## config.mk

```make
export PLATFORM = sky130hd
export DESIGN_NAME = instr_mem_responder
export DESIGN_NICKNAME = d
export VERILOG_FILES = /design/src/rtl/instr_mem_responder.sv
export SDC_FILE = /design/constraint.sdc
export NUM_CORES = 2
export LEC_CHECK = 0
export ABC_AREA = 1
export ABC_CLOCK_PERIOD_IN_PS = 2900
export CORE_MARGIN = 5
export CORE_UTILIZATION = 50
export DETAILED_ROUTE_END_ITERATION = 8
export PLACE_DENSITY = 0.68
export REMOVE_ABC_BUFFERS = 1
export SLEW_MARGIN = 20
export SYNTH_ARGS = -nofsm -noshare
export SYNTH_HDL_FRONTEND = slang
export SYNTH_SLANG_ARGS = --single-unit
export TNS_END_PERCENT = 100
```

## constraint.sdc

```tcl
create_clock -name clk -period 2.9 [get_ports clk]
set_clock_uncertainty 0.05 [all_clocks]
set_input_delay 0.29 -clock clk [delete_from_list [all_inputs] [get_ports clk]]
set_output_delay 0.29 -clock clk [all_outputs]
set_load 0.02 [all_outputs]
```

## src/rtl/instr_mem_responder.sv

```systemverilog
// Instruction-memory responder: the memory end of the CPU instruction-fetch interface.
//
// The fetch path raises readM with a word address. After LATENCY edges the word held in
// the ROM at address[ADDR_BITS-1:0] appears on data, and inputReady pulses high for exactly
// one cycle. The FSM returns to IDLE in that same cycle, so a requester that keeps readM high
// in the inputReady cycle starts a back-to-back fetch. One request is served every
// LATENCY+1 cycles.
//
// A side load port writes the ROM. It works in any FSM state and is ignored during reset.
// Reset does not clear the ROM.
//
// Parameters
//   WORD_SIZE  instruction/address word width
//   ADDR_BITS  ROM index width (DEPTH = 2**ADDR_BITS)
//   LATENCY    request-sample to response edges, legal range 1..15
//
// Ports
//   clk         rising-edge clock
//   reset_n     synchronous active-low reset
//   readM       fetch request, held until inputReady is seen
//   address     fetch word address; upper bits ignored
//   data        registered instruction word; holds until the next response
//   inputReady  one-cycle pulse: data valid this cycle
//   load_en     ROM write strobe
//   load_addr   ROM write index
//   load_data   ROM write data

module instr_mem_responder #(
    parameter int unsigned WORD_SIZE = 16,
    parameter int unsigned ADDR_BITS = 8,
    parameter int unsigned LATENCY   = 2
) (
    input  logic                 clk,
    input  logic                 reset_n,
    input  logic                 readM,
    input  logic [WORD_SIZE-1:0] address,
    output logic [WORD_SIZE-1:0] data,
    output logic                 inputReady,
    input  logic                 load_en,
    input  logic [ADDR_BITS-1:0] load_addr,
    input  logic [WORD_SIZE-1:0] load_data
);

    localparam int unsigned DEPTH    = 2 ** ADDR_BITS;
    localparam logic [3:0]  CNT_INIT = 4'(LATENCY - 1);

    typedef enum logic [1:0] {
        StIdle,
        StWait,
        StResp
    } state_e;

    state_e               state_q, state_d;
    logic [3:0]           cnt_q, cnt_d;
    logic [ADDR_BITS-1:0] req_addr_q, req_addr_d;
    logic [WORD_SIZE-1:0] data_q, data_d;
    logic                 ready_q, ready_d;

    logic [WORD_SIZE-1:0] rom [DEPTH];

    // Address bits above the ROM index are deliberately dropped (index wraps modulo DEPTH).
    if (WORD_SIZE > ADDR_BITS) begin : g_addr_unused
        logic unused_addr_hi;
        assign unused_addr_hi = ^address[WORD_SIZE-1:ADDR_BITS];
    end

    // ROM array is not reset; only the write strobe is gated by reset.
    always_ff @(posedge clk) begin
        if (reset_n && load_en) begin
            rom[load_addr] <= load_data;
        end
    end

    always_comb begin
        state_d    = state_q;
        cnt_d      = cnt_q;
        req_addr_d = req_addr_q;
        data_d     = data_q;
        ready_d    = 1'b0;

        unique case (state_q)
            StIdle: begin
                if (readM) begin
                    req_addr_d = address[ADDR_BITS-1:0];
                    cnt_d      = CNT_INIT;
                    state_d    = (LATENCY == 1) ? StResp : StWait;
                end
            end
            StWait: begin
                cnt_d = cnt_q - 4'd1;
                // Abort takes priority: a dropped request never produces a pulse.
                if (!readM) begin
                    state_d = StIdle;
                end else if (cnt_q == 4'd1) begin
                    state_d = StResp;
                end
            end
            StResp: begin
                // ROM read happens here, so a load at this same edge is not yet visible.
                data_d  = rom[req_addr_q];
                ready_d = 1'b1;
                // IDLE during the pulse cycle lets a held readM start the next fetch.
                state_d = StIdle;
            end
            default: begin
                state_d = StIdle;
            end
        endcase
    end

    always_ff @(posedge clk) begin
        if (!reset_n) begin
            state_q    <= StIdle;
            cnt_q      <= '0;
            req_addr_q <= '0;
            data_q     <= '0;
            ready_q    <= 1'b0;
        end else begin
            state_q    <= state_d;
            cnt_q      <= cnt_d;
            req_addr_q <= req_addr_d;
            data_q     <= data_d;
            ready_q    <= ready_d;
        end
    end

    assign data       = data_q;
    assign inputReady = ready_q;

endmodule

```

Word level (Yosys, flattened, before mapping)

Memory sizes are Yosys's and may differ from the RTL's. A register that Yosys moved wholly into a read port is not among the register bits.
Cells that the tools add are included.

Flip-flop bits (word level): 15
RAM bits: 4,096
Bits of input ports: 44
Output and inout port bits: 17
Logic and storage cells: 27
Memories kept: 1

Memories:

| name | depth | bits a word | read ports | clocked after memory_dff | write ports | line | source |
|---|---|---|---|---|---|---|---|
| rom  | 256   | 16          | 1          | 1                        | 1           | 59   | `logic [WORD_SIZE-1:0] rom [DEPTH];` |

$add $sub $neg: 1
Equal/unequal tests: 5
Muxes and demuxes: 9
Reductions and logical operators: 7

Operators with widths:

| operator                                                            | count |
|---|---|
| 4-bit one-hot mux with 2 select lines                               | 1 |
| 2-bit 2-to-1 mux                                                    | 3 |
| 2-bit AND reduction                                                 | 3 |
| 4-bit by 1-bit == test with 1-bit output (second input constant)    | 1 |
| 4-bit 2-to-1 mux                                                    | 1 |
| 2-bit one-hot mux with 2 select lines                               | 1 |
| 4-bit by 1-bit subtractor with 4-bit output (second input constant) | 1 |
| 1-bit 2-to-1 mux                                                    | 3 |
| 3-bit != test (second input constant)                               | 1 |
| 2-bit by 1-bit == test with 1-bit output (second input constant)    | 1 |
| 2-bit == test (second input constant)                               | 1 |
| 2-bit logical NOT                                                   | 1 |
| 2-bit != test (second input constant)                               | 1 |
| 2-bit nonzero test                                                  | 1 |
| 1-bit logical AND                                                   | 1 |
| 1-bit logical NOT                                                   | 1 |

Depth between registers and ports, before layout

Word-level depth: 4
Depth in mapped cells: 17
Depth with buffers taken out: 13

Worst setup path after synthesis

OpenSTA, ideal clock, no wires.

Path kind: input-to-reg
From: in reset_n
To: mem rom[201][0], enable pin
Data arrival time: 1.839 ns
Required time: 2.462 ns
Setup slack: 0.623 ns
Cell stages on the path: 6
Buffers on the path: 2
Path through: nand2_1 -> inv_1 -> clkbuf_1 -> nand3_1 -> clkbuf_1 -> nor2_1

Longest elaborated chain between the ends: 3

RTL lines:

| item                                   | line | source |
|---|---|---|
| from (decl)                            | 34   | `input logic reset_n,` |
| 1-bit logical AND                      | 69   | `if (reset_n && load_en) begin` |
| 1-bit 2-to-1 mux                       | 69   |  |
| 1-bit 2-to-1 mux (not written as such) | 70   | `rom[load_addr] <= load_data;` |
| to (decl)                              | 59   |  |

Every way passes these cells.

==> results.yml <==
timing:
  setup_viol: 0
  final.min_clock_period_ps: 2900
  max_clock_freq_ghz: 0.345
  max_slew_margin: 0.398
  rsz0062_at_grt: "true"
  slew_violations: 0
  worst_slack_ps: 2.39
  worst_pin_slew_ps: 903
  finalHoldViolCount: 0
  fin_crit_sh: 0.999
floorplanning:
  die_width_um: 587
  top_level_ports: 61
  die_h_um: 587
  rows: 211
  core_sq_um: 331000
  start_util: 0.503
  dieArea_sq_um: 344000
power_and_ir_drop:
  p_seq_frac: 0.506
  intPower_mw: 98.4
  p_per_area_nw_per_um2: 669
  p_clk_frac: 0.392
  p_sw_frac: 0.243
  p_comb_frac: 0.103
  peakVddDrop_mv: 0.598
  p_switching_mw: 31.6
  p_total_mw: 130
  p_leak_nw: 68.4
worst_setup_path:
  path_class: "reg2reg"
  cp.required_ps: 3750
  worstSetupEndpointType: "flop"
  reg2reg_to: "data[6]$_SDFFE_PN0P_"
  rr_worst_depth: 16
  rrSetupSlack_ps: 2
  rr_startpoint: "req_addr_q[0]$_SDFFE_PN0P_"
  arrival_ps: 3750
  startpoint_type: "flop"
  worst-path-max-fanout: 24
finish:
  layout.nets: 14346
  layout_common_cells: "4193 x nand2_1, 4096 x edfxtp_1, 3971 x nand3_1"
  area_growth_pct: 16.8
  mostFrequentLayoutCell: "nand2_1"
  finalInstanceArea_sq_um: 194000
  finish.utilization: 0.587
  drive_above_1_share: 0.116
synthesis:
  synth_edf_count: 4096
  ys_seq_elements: 4127
  synth_top_area_frac: 0.739
  synth_cell_type_count: 22
  netlist_instances: 13755
  synth_top_flop_cell: "edfxtp_1"
  synthTopCellsByArea: "edfxtp_1 74%, nand3_1 12%, nand2_1 9.5%, buf_2 1.5%, nor2_1 0.72%"
  synthArstFlopShare: 0
  yosysWarnings: 0
  synthesis.area_sq_um: 166000
  yosysTopAreaCell: "edfxtp_1"
  syn_avg_cell_area_sq_um: 12.1
  seq_area_frac_synth: 0.743
min_path:
  worstHoldStart: "address[0]"
  holdPathEnd: "req_addr_q[0]$_SDFFE_PN0P_"
  min_path_type: "in2reg"
  whs_path_depth: 3
drt:
  wirelength_mm: 488
  vias_per_cell: 5.93
  wl_per_cell_um: 25.7
  drt_iter0_markers: 16599
  dr.pass1.iters: 8
  postRouteAntennaNets: 0
  drc: 0
  num_vias: 112807
clock_tree:
  numCtsBuffers: 413
  cts_root_buf: "clkbuf_16"
  clock_sinks: 4127
  clk_latency_ps: 960
  cts_max_path_buffers: 4
  htreeDepth: 5
  cts_tree: "built"
  clk_pin_slew_ps: 60
outcome:
  status: "finished clean"
place:
  globalplace.congestion: 0.903
  dp_slack_ps: -383
  dp_hpwl_mm: 289
  placed_cell_area_sq_um: 180000
  portBuffers: 52
grt:
  overflow: 0
  grt_usage: 0.273
  grt_pass1_wl_mm: 707
  grt_antenna_before_repair: 18
  grt_max_degree: 90
  grt_pass1_vias: 106253
run:
  cap_violations: 0
-- synthesized netlist by cell type, types with 2 or more instances --
| cell | n |
|---|---|
| edfxtp_1 | 4096 |
| a21oi_1 | 14 |
| buf_6 | 36 |
| ha_1 | 2 |
| inv_1 | 60 |
| inv_4 | 2 |
| clkbuf_1 | 174 |
| buf_4 | 142 |
| dfxtp_1 | 31 |
| o21ai_0 | 10 |
| nand3_1 | 4053 |
| nand2_1 | 4216 |
| nor2_1 | 317 |
| nor3_1 | 3 |
| buf_2 | 501 |
| clkinv_1 | 2 |
| buf_1 | 91 |
-- worst max-delay path, stage by stage (launching register included) --
cell and delay, ps:
dfxtp_4 410, inv_16 240, buf_12 250, buf_4 250, nand2_1 80, nand3_1 70, nand3_1 70, nand3_1 170
nand3_1 120, nand3_1 290, nand3_1 150, buf_4 180, nand2_1 140, nand2_1 120, nand3_1 80, nand2_1 50
inv_1 40
-- stage by stage --
step                      hold WS, ps  setup TNS, ps  instances
after detailed placement          402          -9580      18190
after floorplan                   339       -2371870      12810
final                            92.4              0      19015
after CTS                        56.1          -38.8      18986
after global routing             65.2           -224      19009
after global placement            400          -8220      18190
-- power groups by stage --
| stage | combinational (mW) | sequential [mW] | clock (mW) |
|---|---|---|---|
| after detailed placement | 12.6 | 67.0 | 0 |
| after global routing | 14.2 | 65.7 | 53.9 |
| after floorplan | 7.12 | 67.6 | 0 |
| after CTS | 12.9 | 65.7 | 51.3 |
| final | 13.4 | 65.7 | 50.9 |
| after global placement | 12.4 | 67.0 | 0 |
-- logic make-up after synthesis --
group	synth area share
AND/OR/NAND/NOR	0.224
flip-flops	0.743
buffers and inverters	0.0315
AO/OA/AOI/OAI	0.000722
adder cells (fa/ha/maj)	0.000150
-- worst max-delay path by stage --
stage / from / depth (start not counted) / end
6_report: req_addr_q[0]$_SDFFE_PN0P_ / 16 / data[6]$_SDFFE_PN0P_
5_1_grt: req_addr_q[0]$_SDFFE_PN0P_ / 16 / data[1]$_SDFFE_PN0P_
4_1_cts: req_addr_q[0]$_SDFFE_PN0P_ / 16 / data[13]$_SDFFE_PN0P_
3_5_place_dp: req_addr_q[1]$_SDFFE_PN0P_ / 14 / data[8]$_SDFFE_PN0P_
3_3_place_gp: req_addr_q[1]$_SDFFE_PN0P_ / 14 / data[8]$_SDFFE_PN0P_
2_1_floorplan: req_addr_q[0]$_SDFFE_PN0P_ / 13 / data[0]$_SDFFE_PN0P_
-- registers in the layout, summed over array words and instances (netlist names) --
signal	flops
cnt_q	4
data	16
inputReady	1
req_addr_q	8
rom	4096
state_q	2
-- routing by layer --
layer  part of all wire  up-vias  track usage
met5           0.000096        -            0
met4              0.053        6        0.135
met3               0.10     1035       0.0481
met2               0.47     6533        0.431
met1               0.37    54994        0.368
li1                   -    50239            -
-- area by class of cell --
| cell class | instances | area (sq um) |
|---|---|---|
| Antenna cell | 10 | 25.0 |
| Clock buffer | 522 | 11000 |
| Clock inverter | 232 | 1790 |
| Fill cell | 25285 | 136000 |
| Inverter | 65 | 305 |
| Multi-Input combinational cell | 8618 | 38000 |
| Sequential cell | 4127 | 124000 |
| Tap cell | 4366 | 5460 |
| Timing Repair Buffer | 1073 | 14000 |
| Timing Repair inverter | 2 | 40.0 |
-- repair_timing --
| item | 4_1_cts | 5_1_grt |
|---|---|---|
| setup endpoints to repair | 16 | 16 |
| cloned | 8 | 12 |
| buffers inserted | 14 | 8 |
| hold endpoints to repair | 1566 | 0 |
| hold buffers | 21 | 0 |
| gates resized for setup | 58 | 94 |
Note: power is estimated with default switching activity, not from simulation.
